`config.mk`:
```
export PLATFORM = sky130hd
export DESIGN_NAME = reg_writeback_unit
export DESIGN_NICKNAME = d
export VERILOG_FILES = /design/src/rtl/reg_writeback_unit.sv
export SDC_FILE = /design/constraint.sdc
export NUM_CORES = 1
export LEC_CHECK = 0
export CORE_MARGIN = 8
export CORE_UTILIZATION = 42
export DETAILED_ROUTE_END_ITERATION = 10
export PLACE_DENSITY = 0.75
export SYNTH_ARGS = -nofsm -noshare
export SYNTH_HDL_FRONTEND = slang
export SYNTH_SLANG_ARGS = --single-unit
export TNS_END_PERCENT = 5
```
`constraint.sdc`:
```
create_clock -name clk -period 11.4 [get_ports clk]
set_input_delay 2.28 -clock clk [delete_from_list [all_inputs] [get_ports clk]]
set_output_delay 2.28 -clock clk [all_outputs]
set_load 0.01 [all_outputs]
```
`src/rtl/reg_writeback_unit.sv`:
```
// Writeback front end: arbitrates ALU/load requests into an in-order FIFO
// and retires one entry per cycle to the register file write port.
// Ports: clk, reset (async, active-high); alu_/ld_ valid/ready/rd/data
// request channels; hold freezes retirement; write_enable/addr_3/write_data
// drive the register file; pending is a per-register outstanding-write
// mask; count is the FIFO occupancy.
module reg_writeback_unit #(
  parameter int DEPTH = 4,
  parameter int XLEN  = 32
) (
  input  logic                     clk,
  input  logic                     reset,
  input  logic                     alu_valid,
  output logic                     alu_ready,
  input  logic [4:0]               alu_rd,
  input  logic [XLEN-1:0]          alu_data,
  input  logic                     ld_valid,
  output logic                     ld_ready,
  input  logic [4:0]               ld_rd,
  input  logic [XLEN-1:0]          ld_data,
  input  logic                     hold,
  output logic                     write_enable,
  output logic [4:0]               addr_3,
  output logic [XLEN-1:0]          write_data,
  output logic [31:0]              pending,
  output logic [$clog2(DEPTH):0]   count
);

  localparam int AW = $clog2(DEPTH);
  localparam int CW = AW + 1;

  logic [4:0]      rd_q   [DEPTH];
  logic [XLEN-1:0] data_q [DEPTH];
  logic [AW-1:0]   wptr_q, wptr_d;
  logic [AW-1:0]   rptr_q, rptr_d;
  logic [CW-1:0]   count_q, count_d;
  logic            we_q, we_d;
  logic [4:0]      addr_q, addr_d;
  logic [XLEN-1:0] wdata_q, wdata_d;

  logic            full;
  logic            ld_fire, alu_fire;
  logic [4:0]      push_rd;
  logic [XLEN-1:0] push_data;
  logic            push, pop;

  // Readiness depends on registered occupancy only: a pop at this edge
  // cannot free a slot for a request at the same edge.
  assign full      = (count_q == CW'(DEPTH));
  assign ld_ready  = !full;
  assign alu_ready = !full && !ld_valid;

  assign ld_fire   = ld_valid && ld_ready;
  assign alu_fire  = alu_valid && alu_ready;
  assign push_rd   = ld_fire ? ld_rd : alu_rd;
  assign push_data = ld_fire ? ld_data : alu_data;
  // x0 writes complete the handshake but are discarded.
  assign push      = (ld_fire || alu_fire) && (push_rd != 5'd0);
  assign pop       = !hold && (count_q != '0);

  always_comb begin
    wptr_d  = wptr_q;
    rptr_d  = rptr_q;
    we_d    = pop;
    addr_d  = addr_q;
    wdata_d = wdata_q;
    count_d = count_q + CW'(push) - CW'(pop);
    if (push) wptr_d = wptr_q + AW'(1);
    if (pop) begin
      rptr_d  = rptr_q + AW'(1);
      addr_d  = rd_q[rptr_q];
      wdata_d = data_q[rptr_q];
    end
  end

  always_ff @(posedge clk or posedge reset) begin
    if (reset) begin
      for (int i = 0; i < DEPTH; i++) begin
        rd_q[i]   <= '0;
        data_q[i] <= '0;
      end
      wptr_q  <= '0;
      rptr_q  <= '0;
      count_q <= '0;
      we_q    <= 1'b0;
      addr_q  <= '0;
      wdata_q <= '0;
    end else begin
      if (push) begin
        rd_q[wptr_q]   <= push_rd;
        data_q[wptr_q] <= push_data;
      end
      wptr_q  <= wptr_d;
      rptr_q  <= rptr_d;
      count_q <= count_d;
      we_q    <= we_d;
      addr_q  <= addr_d;
      wdata_q <= wdata_d;
    end
  end

  // Mark every live FIFO slot plus the write currently on the port.
  always_comb begin
    pending = '0;
    for (int k = 0; k < DEPTH; k++) begin
      if (CW'(k) < count_q) begin
        pending[rd_q[rptr_q + AW'(k)]] = 1'b1;
      end
    end
    if (we_q) pending[addr_q] = 1'b1;
    pending[0] = 1'b0;
  end

  assign write_enable = we_q;
  assign addr_3       = addr_q;
  assign write_data   = wdata_q;
  assign count        = count_q;

endmodule

```
## Yosys cells after proc, flatten, opt, wreduce, memory -nomap -nowiden

Cells that the tools add are included.

| operators by class | value |
|---|---|
| add/sub/neg operators | 6 |
| $mul | 0 |
| divide/modulo/power cells | 0 |
| order comparisons | 20 |
| equality and inequality tests | 1 |
| shift-type cells | 0 |
| muxes and demuxes | 38 |
| bitwise operators | 9 |
| reduce and logical (&&, ||, !) cells | 17 |

Operators by type and width:

| kind | number |
|---|---|
| 32-bit 2-to-1 mux | 9 |
| 128-bit bitwise mux | 1 |
| 32-bit OR | 4 |
| 32-bit binary-select mux with 2-bit select | 1 |
| 32-bit demux with 2-bit select | 1 |
| 5-bit 2-to-1 mux | 10 |
| 5-bit binary-select mux with 2-bit select | 4 |
| 5-bit by 6-bit < comparator with 1-bit output (second input constant) | 5 |
| 1-bit demux with 5-bit select | 5 |
| 5-bit by 1-bit >= comparator with 1-bit output (second input constant) | 5 |
| 20-bit bitwise mux | 1 |
| 3-bit >= comparator (second input constant) | 5 |
| 2-bit inverter with 3-bit output | 5 |
| 1-bit logical AND | 11 |
| 5-bit demux with 2-bit select | 1 |
| 1-bit by 3-bit < comparator with 1-bit output (first input constant) | 2 |
| 2-bit by 3-bit < comparator with 1-bit output (first input constant) | 2 |
| 1-bit 2-to-1 mux | 5 |
| 5-bit nonzero test | 1 |
| 2-bit by 1-bit adder with 2-bit output (second input constant) | 2 |
| 2-bit adder (second input constant) | 2 |
| 3-bit by 1-bit adder with 3-bit output | 1 |
| 3-bit == test (second input constant) | 1 |
| 1-bit zero test | 3 |
| other kinds (4) | 4 |

| storage, ports and cells | value |
|---|---|
| register bits | 193 |
| bits in latches | 0 |
| memory bits (writable) | 0 |
| bits in read-only memories | 0 |
| input port bits | 79 |
| output and inout bits | 75 |
| word-level logic and storage cells | 105 |
| memories | 0 |

## Logic depth before layout (Yosys ltp)

| depth | value |
|---|---|
| depth after elaboration | 17 |
| mapped depth | 11 |
| mapped depth without buffers | 10 |

## Least setup slack after synthesis

No wires, ideal clock.

| timing path | value |
|---|---|
| kind | input to output |
| start point | input ld_valid |
| end point | output alu_ready |
| arrival time | 2449 ps |
| required time | 9120 ps |
| slack | 6671 ps |
| stages | 1 |
| buffers on the path | 0 |
| cells stage by stage | nor2_1 |

| on the way | value |
|---|---|
| cells in the longest elaborated chain, start to end | 2 |

RTL lines:

| what | line | source |
|---|---|---|
| from (decl) | 17 | `input logic ld_valid,` |
| 1-bit zero test | 51 | `assign alu_ready = !full && !ld_valid;` |
| 1-bit logical AND | 51 |  |
| to (decl) | 14 | `output logic alu_ready,` |

Every way passes these cells.

## Worst setup path after layout

| timing path | value |
|---|---|
| start point | register rptr_q[0] |
| end point | output pending[2] |

| on the way | value |
|---|---|
| cells in the longest elaborated chain, start to end | 17 |
| elaborated cells on any way between the ends | 48 |
| those cells by class | 3 x add/sub; 8 x order compare; 25 x mux; 8 x bitwise; 4 x reduce/logical |

RTL lines:

| what | line | source |
|---|---|---|
| from (decl) | 35 | `logic [AW-1:0] rptr_q, rptr_d;` |
| from (signal assigned) | 94 | `rptr_q <= rptr_d;` |
| 2-bit by 1-bit adder with 2-bit output / 2-bit inverter with 3-bit output (equally long branches) | 107 | `pending[rd_q[rptr_q + AW'(k)]] = 1'b1;` |
| 2-bit inverter with 3-bit output (implied by the code) / 5-bit binary-select mux with 2-bit select (equally long branches) | 107 |  |
| 5-bit binary-select mux with 2-bit select / 5-bit 2-to-1 mux (equally long branches) | 107 |  |
| 5-bit 2-to-1 mux (implied by the code) | 107 |  |
| 5-bit 2-to-1 mux (implied by the code) (tied with other cells) | 107 |  |
| 5-bit by 6-bit < comparator with 1-bit output (implied by the code) (tied with other cells) | 107 |  |
| 1-bit logical AND (implied by the code) / 1-bit 2-to-1 mux (equally long branches) | 107 |  |
| 1-bit 2-to-1 mux (implied by the code) / 1-bit demux with 5-bit select (equally long branches) | 107 |  |
| 1-bit demux with 5-bit select / 32-bit 2-to-1 mux (equally long branches) | 107, 106 |  |
| 32-bit OR (no source line) | n/a |  |
| 32-bit 2-to-1 mux | 106 | `if (CW'(k) < count_q) begin` |
| 32-bit OR (no source line) | n/a |  |
| 32-bit 2-to-1 mux | 106 |  |
| 32-bit OR (no source line) | n/a |  |
| 32-bit 2-to-1 mux (*) | 106 |  |
| 32-bit OR (no source line) | n/a |  |
| 32-bit 2-to-1 mux (*) | 110 | `if (we_q) pending[addr_q] = 1'b1;` |
| to (decl) | 25 | `output logic [31:0] pending,` |

Mark *: on every way between the ends. The rest lies on a longest branch, timed or not. The select of a mux whose other input is x is not followed.

==> results.md <==
Detailed routing:
- The post-detailed-route DRC marker count is 0.
- Summing over every cut layer, the via total after detailed routing is between 7000 and 8000.
- The number of search-and-repair iterations in the first detailed-routing pass is 5.
- The average wire length per cell after detail routing is 21.2 um.
- In the routed layout, each cell is associated on average with a via count of about 5.6.
- The number of DRC markers after the initial detailed-route iteration is 563.
- For this block, the routed nets add up to around 27 mm of wire.
- The antenna violation net count after detailed routing is 0.

STA:
- The minimum hold slack is between 0.5 and 0.6 ns.
- The fraction of the cycle the final worst path needs is a little over half.
- At the pin with the least slew margin, the transition time is about 1.2 ns.
- Based on the critical path, the design can be clocked at up to 166 MHz.
- The final count of pins violating max slew was 0.
- The final sum of negative setup slack is 0 ns.
- Clock skew on the completed layout was measured at between 0.01 and 0.015 ns.
- Measured against its own limit, the worst slew margin works out to ~20%.
- Setup repair after global routing left no endpoint under its margin.
- Setup violations remaining at the end of the flow were counted as 0.
- The final-report hold violation count was 0.
- The final period demand of the worst path is 6.03 ns.

Logic synthesis:
- The share of synthesized area in the top cell type comes to approximately 45%.
- The synthesized area per cell is between 10 and 15 um^2.
- The async set-reset flop share out of synthesis is 100%.
- The synthesized netlist cell count is approximately 790.
- The number of library cell types mapped by synthesis is 46.
- In the synthesized netlist the dominant register cell turns out to be sky130_fd_sc_hd__dfrtp_1.
- The count of synthesis-stage warnings from yosys is 0.
- Sorting the synthesized cells by area gives the leading types as sky130_fd_sc_hd__dfrtp_1 45%, sky130_fd_sc_hd__mux2_2 19%, sky130_fd_sc_hd__mux4_2 11%, sky130_fd_sc_hd__mux2_4 4.2%, sky130_fd_sc_hd__a22oi_1 3.7%.
- The cell with the most instances after synthesis is sky130_fd_sc_hd__dfrtp_1.
- In this run, synthesis produced a sequential element count of roughly 190.
- The commonest cells after synthesis are 193 x sky130_fd_sc_hd__dfrtp_1, 184 x sky130_fd_sc_hd__mux2_2, 53 x sky130_fd_sc_hd__a22oi_1.
- The largest area contributor in the netlist is sky130_fd_sc_hd__dfrtp_1.
- The synthesized netlist occupies a cell area of approximately 0.011 mm^2.
- The number of nets in the synthesized netlist is 880.
- The number of enable flip-flop cells after synthesis is 0.
- For this run, the register share of the synthesized area comes to between 40% and 50%.

Power:
- In this run the power density over the cells is ~330 mW/mm^2.
- VDD sags by at most 0.159 mV.
- The analysis attributes to cell leakage a power of approximately 0.0052 uW.
- The total power draw is 4320 uW.

Floorplanning:
- From left edge to right edge, the die measures between 150 and 200 um.
- After floorplanning, the core was sized to cover between 0.02 and 0.03 mm^2.
- The floorplan has between 50 and 60 rows.
- The die outline area is approximately 0.03 mm^2.
- The die is 175 um tall.
- The initial core utilization is a little over two fifths.
- The number of I/O pins is approximately 150.

Layout:
- Compared with the post-synthesis result, the final layout area differs by 21.1%.
- The post-route core utilization is 51.5%.
- For this run, the post-layout net count is 1009.
- The share of cells above drive strength 1 is 34.2%.
- The count of filler cells inserted in the layout is ~2100.
- The post-route non-filler standard cell count is 1263.
- The number of antenna cells inserted is 0.

Clock network:
- The number of buffers created by CTS is 17.
- The count of hold buffers inserted by post-cts repair is 0.
- The cell at the root of the clock tree is sky130_fd_sc_hd__clkbuf_16.
- The buffer depth of the longest clock path is 2.
- The clock latency of the later-clocked register in the worst-skew pair is around 0.43 ns.
- Clock-pin slew was measured on the worst setup and hold paths at approximately 0.07 ns.
- The maximum level of the CTS H-tree is 4.
- The TritonCTS clock tree is done.
- The count of buffers added by post-CTS timing repair for setup is 0.
- The post-cts gate resize count is 0.
- Counting every sink on the clock net gives 193.

Hold path:
- The worst hold path belongs to the class flop to flop.

Worst setup path:
- The largest driver fanout on the critical path is 54.
- The worst setup path is of the flop to output pin kind.
- At the worst endpoint, the arrival time is around 3.8 ns.
- The nature of the critical path startpoint is a flop.
- STA classifies the critical path endpoint as an output pin.
- Data on the critical path is required at its endpoint by 9.12 ns.

Placement:
- Counting tap cells, the placed design contains a total of about 1200 instances.
- The detailed placement HPWL is approximately 18 mm.
- During placement, the flow inserted port buffers numbering about 150.
- The final weighted congestion in routability-driven placement is between 0.9 and 1.

Status:
- The run finished with clean final reports.

Global route:
- Entering global routing, the biggest net connects 132 pins.
- The initial antenna violation count is 1.
- The aggregate global-route resource usage is 17.5%.
- The via count of the first global-routing pass is roughly 7800.
- The total overflow left after global routing is 0.
- The first global-routing pass estimated around 43 mm of wire.

Run:
- The max-capacitance violation count is 0.
-- cells in the final DEF (no fill, tap or decap), types with 2 or more instances in the layout --
| master | count |
|---|---|
| sky130_fd_sc_hd__a22o_1 | 4 |
| sky130_fd_sc_hd__a22oi_1 | 53 |
| sky130_fd_sc_hd__a31oi_1 | 3 |
| sky130_fd_sc_hd__a32oi_1 | 9 |
| sky130_fd_sc_hd__and2_1 | 8 |
| sky130_fd_sc_hd__and3_1 | 3 |
| sky130_fd_sc_hd__and3b_1 | 3 |
| sky130_fd_sc_hd__buf_4 | 7 |
| sky130_fd_sc_hd__bufinv_16 | 2 |
| sky130_fd_sc_hd__clkbuf_16 | 17 |
| sky130_fd_sc_hd__clkbuf_8 | 2 |
| sky130_fd_sc_hd__clkdlybuf4s50_1 | 152 |
| sky130_fd_sc_hd__clkinv_2 | 3 |
| sky130_fd_sc_hd__clkinv_4 | 3 |
| sky130_fd_sc_hd__clkinvlp_4 | 2 |
| sky130_fd_sc_hd__dfrtp_1 | 191 |
| sky130_fd_sc_hd__ha_1 | 8 |
| sky130_fd_sc_hd__inv_1 | 10 |
| sky130_fd_sc_hd__inv_6 | 2 |
| sky130_fd_sc_hd__mux2_1 | 2 |
| sky130_fd_sc_hd__mux2_2 | 184 |
| sky130_fd_sc_hd__mux2_4 | 30 |
| sky130_fd_sc_hd__mux2i_1 | 2 |
| sky130_fd_sc_hd__mux4_2 | 52 |
| sky130_fd_sc_hd__nand2_1 | 46 |
| sky130_fd_sc_hd__nand2b_1 | 8 |
| sky130_fd_sc_hd__nand3_1 | 36 |
| sky130_fd_sc_hd__nor2_1 | 33 |
| sky130_fd_sc_hd__nor2b_1 | 14 |
| sky130_fd_sc_hd__nor3_1 | 6 |
| sky130_fd_sc_hd__nor3b_1 | 5 |
| sky130_fd_sc_hd__nor4_1 | 2 |
| sky130_fd_sc_hd__o21ai_0 | 5 |
| sky130_fd_sc_hd__o21ai_4 | 4 |
| sky130_fd_sc_hd__or2_2 | 2 |
| sky130_fd_sc_hd__xnor2_1 | 3 |
-- cell families after synthesis --
logic type / Yosys count / synth area share, %
AND/OR/NAND/NOR: 173 / 8.12
adder cells (fa/ha/maj): 9 / 1.13
buffers and inverters: 61 / 3.73
other: 1 / 0.0352
flip-flops: 193 / 45.4
XOR/XNOR: 4 / 0.329
multiplexers: 271 / 35.3
AO/OA/AOI/OAI: 80 / 5.96
-- state kept, by name (all words and copies together) (netlist names) --
signal        cells
data_q          128
rptr_q            2
count             3
addr_3            5
rd_q             20
write_data       32
wptr_q            2
write_enable      1
-- layer usage --
metal | vias up | GRT usage, % | wire length [um]
met1 | 3634 | 22.5 | 11800
met4 | 2 | 5.93 | 541
met3 | 39 | 4.17 | 1290
met5 | - | 0 | 13
met2 | 223 | 28.7 | 13100
li1 | 3218 | - | -
-- critical path, stage by stage, from the launching register on --
cell	delay, ns
sky130_fd_sc_hd__dfrtp_4	1.09
sky130_fd_sc_hd__mux4_2	0.64
sky130_fd_sc_hd__nor2b_1	0.65
sky130_fd_sc_hd__a32oi_1	0.21
sky130_fd_sc_hd__nand3_1	0.17
sky130_fd_sc_hd__clkdlybuf4s50_1	0.56
-- where the power goes --
group	leakage [uW]	internal, uW	total [uW]	switching [uW]
registers	0.00228	1050	1350	301
clock network	0.000286	335	593	258
logic	0.00268	1270	2370	1110
-- cell type report --
class	instances	area [um^2]	area share, %
Timing Repair Buffer	159	1570	12.2
Tap cell	330	413	3.20
Clock inverter	12	134	1.04
Sequential cell	193	4830	37.5
Inverter	12	52.6	0.408
Multi-Input combinational cell	538	5420	42.1
Clock buffer	19	453	3.52
-- path summary, 6_finish.rpt --
kind	startpoint	endpoint	slack, ns	cells past startpoint
worst max-delay path	rptr_q[0]$_DFFE_PP0P_	pending[2]	5.37	5
max in group asynchronous	reset	rptr_q[1]$_DFFE_PP0P_	7.55	3
worst max register to register	count[2]$_DFF_PP0_	data_q[7]$_DFFE_PP0P_	8.03	7
min in group asynchronous	reset	write_data[15]$_DFFE_PP0P_	2.44	2
worst min-delay path	data_q[61]$_DFFE_PP0P_	data_q[61]$_DFFE_PP0P_	0.50	1
worst min register to register	data_q[61]$_DFFE_PP0P_	data_q[61]$_DFFE_PP0P_	0.50	1
-- stage by stage --
stage	area, um^2	worst slack (ns)
after floorplan	10600	3.86
after global placement	12300	5.66
after detailed placement	12300	5.67
after CTS	12900	5.34
after global routing	12900	5.14
final	12900	5.37
Note: power is estimated with default switching activity, not from simulation.
==> RTL edit 1, RTL diff (same settings) <==
Change the parameter `XLEN` from 32 to 16.
--- a/src/rtl/reg_writeback_unit.sv
+++ b/src/rtl/reg_writeback_unit.sv
@@ -7,5 +7,5 @@
 module reg_writeback_unit #(
   parameter int DEPTH = 4,
-  parameter int XLEN  = 32
+  parameter int XLEN  = 16
 ) (
   input  logic                     clk,
Ports: changed (resized alu_data, ld_data and write_data); port bits go from 154 to 106. No check against the original RTL was run, so the function may have changed too.
==> RTL edit 1 against the unedited design <==
- worst setup slack improved by 110 ps
- synthesized cell count fell by 25%
- sequential power fell by 40%
- clock power fell by 6.2%
- sequential cell count fell by 80
- cell area fell by 31%
- worst hold slack got worse by 3.0 ps
- total power fell by 24%
- routed wire length fell by 24%
- area after synthesis fell by 33%
- largest cell class unchanged
- largest power group unchanged
- highest routed layer is now met4
==> RTL edit 1: results (changes against the unedited design) <==
path_max_fanout: 37  # -31%
status: "finished clean"
slew_headroom: 0.378  # +0.178
ir_drop_v: 0.000151  # -5.0%
top_layer: "met4"
hpwl_um: 14700  # -20%
grt_use_total: 0.191  # +0.0157
dr_wl_met3_um: 1120  # -13%
clock_power_w: 0.000556  # -6.2%
drt-pass1-iter-count: 5  # unchanged
comb_power_w: 0.00192  # -19%
seq_area_frac_synth: 0.396  # -0.0580
fin_setup_tns_ps: 0  # unchanged
synth_nets: 648  # -26%
synth_cell_type_count: 46  # unchanged
route.met2.wl_um: 9820  # -25%
p_leak_nw: 3.68  # -30%
gp_congestion: 0.899  # -4.3%
cp_data_arrival_time_ps: 3650  # -100 ps
gr-usage-met3: 0.0482  # +0.00655
synth_common_cells: "dfrtp_1, mux2_2, a22oi_1, nand2_1, mux2_4"
drive_above_1_share: 0.295  # -0.0468
antenna_found_initial: 0  # -1
post-place-ws_ps: 5620  # -52.7 ps
grt_max_degree: 67  # -49%
cts_root_buffer: "clkbuf_16"
grt_pass1_wl_um: 32300  # -25%
drt-initial-drc-count: 321  # -43%
largest-register: "data_q"
port_buffers: 104  # -32%
grtUsageMet1: 0.244  # +0.0183
synth_area_leaders: "dfrtp_1, mux2_2, mux4_2, mux2_4, a22oi_1"
grt_pass1_vias: 5562  # -29%
synthArstFlopShare: 1.00  # unchanged
postCtsResizedCells: 0  # unchanged
dr_total_vias: 5299  # -26%
fin_nets: 741  # -27%
clkTransAtPathRegs_ps: 50  # -20 ps
wl_met1_um: 9050  # -23%
wirelength_um: 20300  # -24%
post_cts_buffers: 0  # unchanged
grtUsageMet2: 0.316  # +0.0285
max-clock-path-buffers: 2  # unchanged
worst_clock_skew_ps: 6.48  # -7.75 ps
switching_share: 0.406  # +0.0196
yosysWarnings: 0  # unchanged
clk_latency_ps: 410  # -20 ps
largest_reg_flops: 64  # -50%
antenna_cells: 0  # unchanged
cts_buffers: 17  # unchanged
hp-class: "register to register"
synth_flop_cell: "dfrtp_1"
htree_levels: 4  # unchanged
RTL edit 1: stage by stage:
| step | power, W | hold slack [ps] | cell area, um^2 | instances | util |
|---|---|---|---|---|---|
| 4_1_cts | 0.00330 | 503 | 8890 | 918 | 0.536 |
| 2_1_floorplan | 0.00205 | 474 | 7140 | 592 | - |
| 6_report | 0.00329 | 498 | 8890 | 918 | 0.536 |
| 3_5_place_dp | 0.00273 | 491 | 8270 | 886 | 0.499 |
| 5_1_grt | 0.00349 | 509 | 8890 | 918 | 0.536 |
| 3_3_place_gp | 0.00269 | 482 | 8270 | 886 | 0.499 |
RTL edit 1: cell families after synthesis:
family | after synthesis | share of synthesized area
multiplexers | 159 | 0.330
other | 1 | 0.000525
buffers and inverters | 46 | 0.0377
AO/OA/AOI/OAI | 76 | 0.0832
AND/OR/NAND/NOR | 184 | 0.131
XOR/XNOR | 4 | 0.00490
adder cells (fa/ha/maj) | 9 | 0.0168
flip-flops | 113 | 0.396
RTL edit 1: critical path, cell delays in order (launching register included):
cell and delay, ps:
dfrtp_2 970, mux4_2 650, nor2b_1 640, a22oi_1 220, nand3_1 170, clkdlybuf4s50_1 570
RTL edit 1: final timing paths:
kind                       startpoint     endpoint  slack, ps  cells after the start
setup reg to reg             count[2]     count[2]       8350                     10
max in group asynchronous       reset    rptr_q[0]       7790                      3
min in group asynchronous       reset   data_q[31]       2300                      2
hold reg to reg            data_q[31]   data_q[31]        500                      1
setup / recovery            rptr_q[1]  pending[24]       5470                      5
hold / removal             data_q[31]   data_q[31]        500                      1
RTL edit 1: final cells by class:
class                      instances  area (um^2)
fill                            1401         7690
multi-input combinational        433         4050
sequential                       113         2830
timing repair buffer             107         1060
clock buffer                      22          464
tap                              220          275
clock inverter                    10          158
inverter                          13         53.8
==> RTL edit 2, RTL diff (same settings) <==
Made on the original files. Make the reset (`reset`) synchronous in one clocked block. Comments in the files are not updated.
--- a/src/rtl/reg_writeback_unit.sv
+++ b/src/rtl/reg_writeback_unit.sv
@@ -74,5 +74,5 @@
   end
 
-  always_ff @(posedge clk or posedge reset) begin
+  always_ff @(posedge clk) begin
     if (reset) begin
       for (int i = 0; i < DEPTH; i++) begin
Check against the original RTL: differs if reset is asserted again (counterexample within 4 cycles, from zero or initial values and one cycle with reset high); with reset held inactive, the same outputs for 4 cycles.
==> RTL edit 2 against the unedited design <==
- cell area decreased by 3.9%
- global-route usage increased by 1.9 points
- area after synthesis decreased by 6.1%
- highest routed layer is now met4
- worst setup slack improved by 61 ps
- sequential cell count increased by 2
- routed wire length increased by 4.3%
- die area decreased by 5.6%
Power is not compared: it rests on default switching activity, and its combinational part moved more than twofold at a synthesized area within 25%.
==> RTL edit 2: results (changes against the unedited design) <==
status: "finished clean"
antenna_found_initial: 0  # -1
gp_congestion: 0.933  # -0.61%
place_area_mm2: 0.0118  # -4.3%
dr_total_vias: 7579  # +6.5%
synth_common_cells: "nor2_1, edfxtp_1, nand2_1, a22oi_1, mux4_2"
r2r_slack_ps: 7860  # -170 ps
grt_use_total: 0.194  # +0.0187
synth_area_leaders: "edfxtp_1, mux4_2, dfxtp_1, nor2_1, a22oi_1"
post-place-ws_ps: 5570  # -96.0 ps
hold-path-cell-count: 2  # +1
cp-startpoint: "rptr_q[0]"
regArea_mm2: 0.00539  # +11%
synth_nets: 963  # +9.4%
cpPeakStageDelay_ps: 970  # -120 ps
cp_slowest_cell: "dfxtp_4"
r2r_start: "count[2]"
drive_above_1_share: 0.113  # -0.229
finalWorstSetupSlack_ps: 5430  # +60.9 ps
seq_area_frac_synth: 0.539  # +0.0851
drt-initial-drc-count: 792  # +41%
synth_cell_type_count: 53  # +15%
fin_nets: 1086  # +7.6%
grt_pass1_vias: 7696  # -1.1%
port_buffers: 152  # unchanged
path_max_fanout: 49  # -9.3%
grt_max_degree: 54  # -59%
worstReg2RegEnd: "count[2]"
slew_headroom: 0.198  # -0.00125
fill_cells: 2071  # -2.8%
wl_per_cell_um: 20.9  # -1.2%
hpwl_um: 19100  # +3.6%
r2r_cells: 13  # +6
crit_path_end: "pending[25]"
grt_pass1_wl_um: 43400  # +0.74%
worst_clock_skew_ps: 12.5  # -1.72 ps
synth.avg_cell_area_um2: 11.4  # -15%
drt-pass1-iter-count: 7  # +2
RTL edit 2: cell count changes in the layout (fill, tap and decap cells not counted), sizes merged, moves of 5 or more:
cell    unedited run  this run
mux2i              3        36
a32oi              9         0
mux2             216         2
nor3               6        13
a22oi             53        60
nand2             47       111
dfrtp            193         0
nor3b              6        11
edfxtp             0       148
dfxtp              0        47
nor2              35       174
a21oi              0        38
RTL edit 2: worst min-delay path by stage:
stage / start / endpoint / slack (ps)
floorplan: write_data[0] / write_data[0] / 480
global placement: write_data[31] / write_data[31] / 440
detailed placement: write_data[5] / write_data[5] / 450
CTS: write_data[4] / write_data[4] / 460
global route: write_data[11] / write_data[11] / 470
finish: write_data[3] / write_data[3] / 450
RTL edit 2: routing by layer:
layer  vias to the layer above  track usage  part of all wire
li1                       3471            -                 -
met1                      3695        0.239              0.40
met2                       371        0.332              0.50
met3                        42       0.0380             0.075
met4                         0       0.0751             0.023
met5                         -            0                 0
RTL edit 2: cell families (layout without fill, tap and decap cells):
| logic type | after synthesis | in the layout | synth area share |
|---|---|---|---|
| simple gates | 408 | 408 | 0.185 |
| flops | 195 | 195 | 0.539 |
| compound gates | 112 | 112 | 0.0813 |
| mux | 90 | 90 | 0.156 |
| buf+inv | 65 | 201 | 0.0289 |
| fa+ha+maj | 5 | 5 | 0.00701 |
| xor+xnor | 3 | 3 | 0.00263 |
| other cells | 1 | 1 | 0.000375 |
RTL edit 2: area by class of cell:
cell class,instances,share of cell area
Multi-Input combinational cell,619,0.353
Sequential cell,195,0.435
Clock buffer,21,0.0406
Tap cell,319,0.0322
Timing Repair Buffer,160,0.127
Inverter,9,0.00273
Clock inverter,11,0.00889
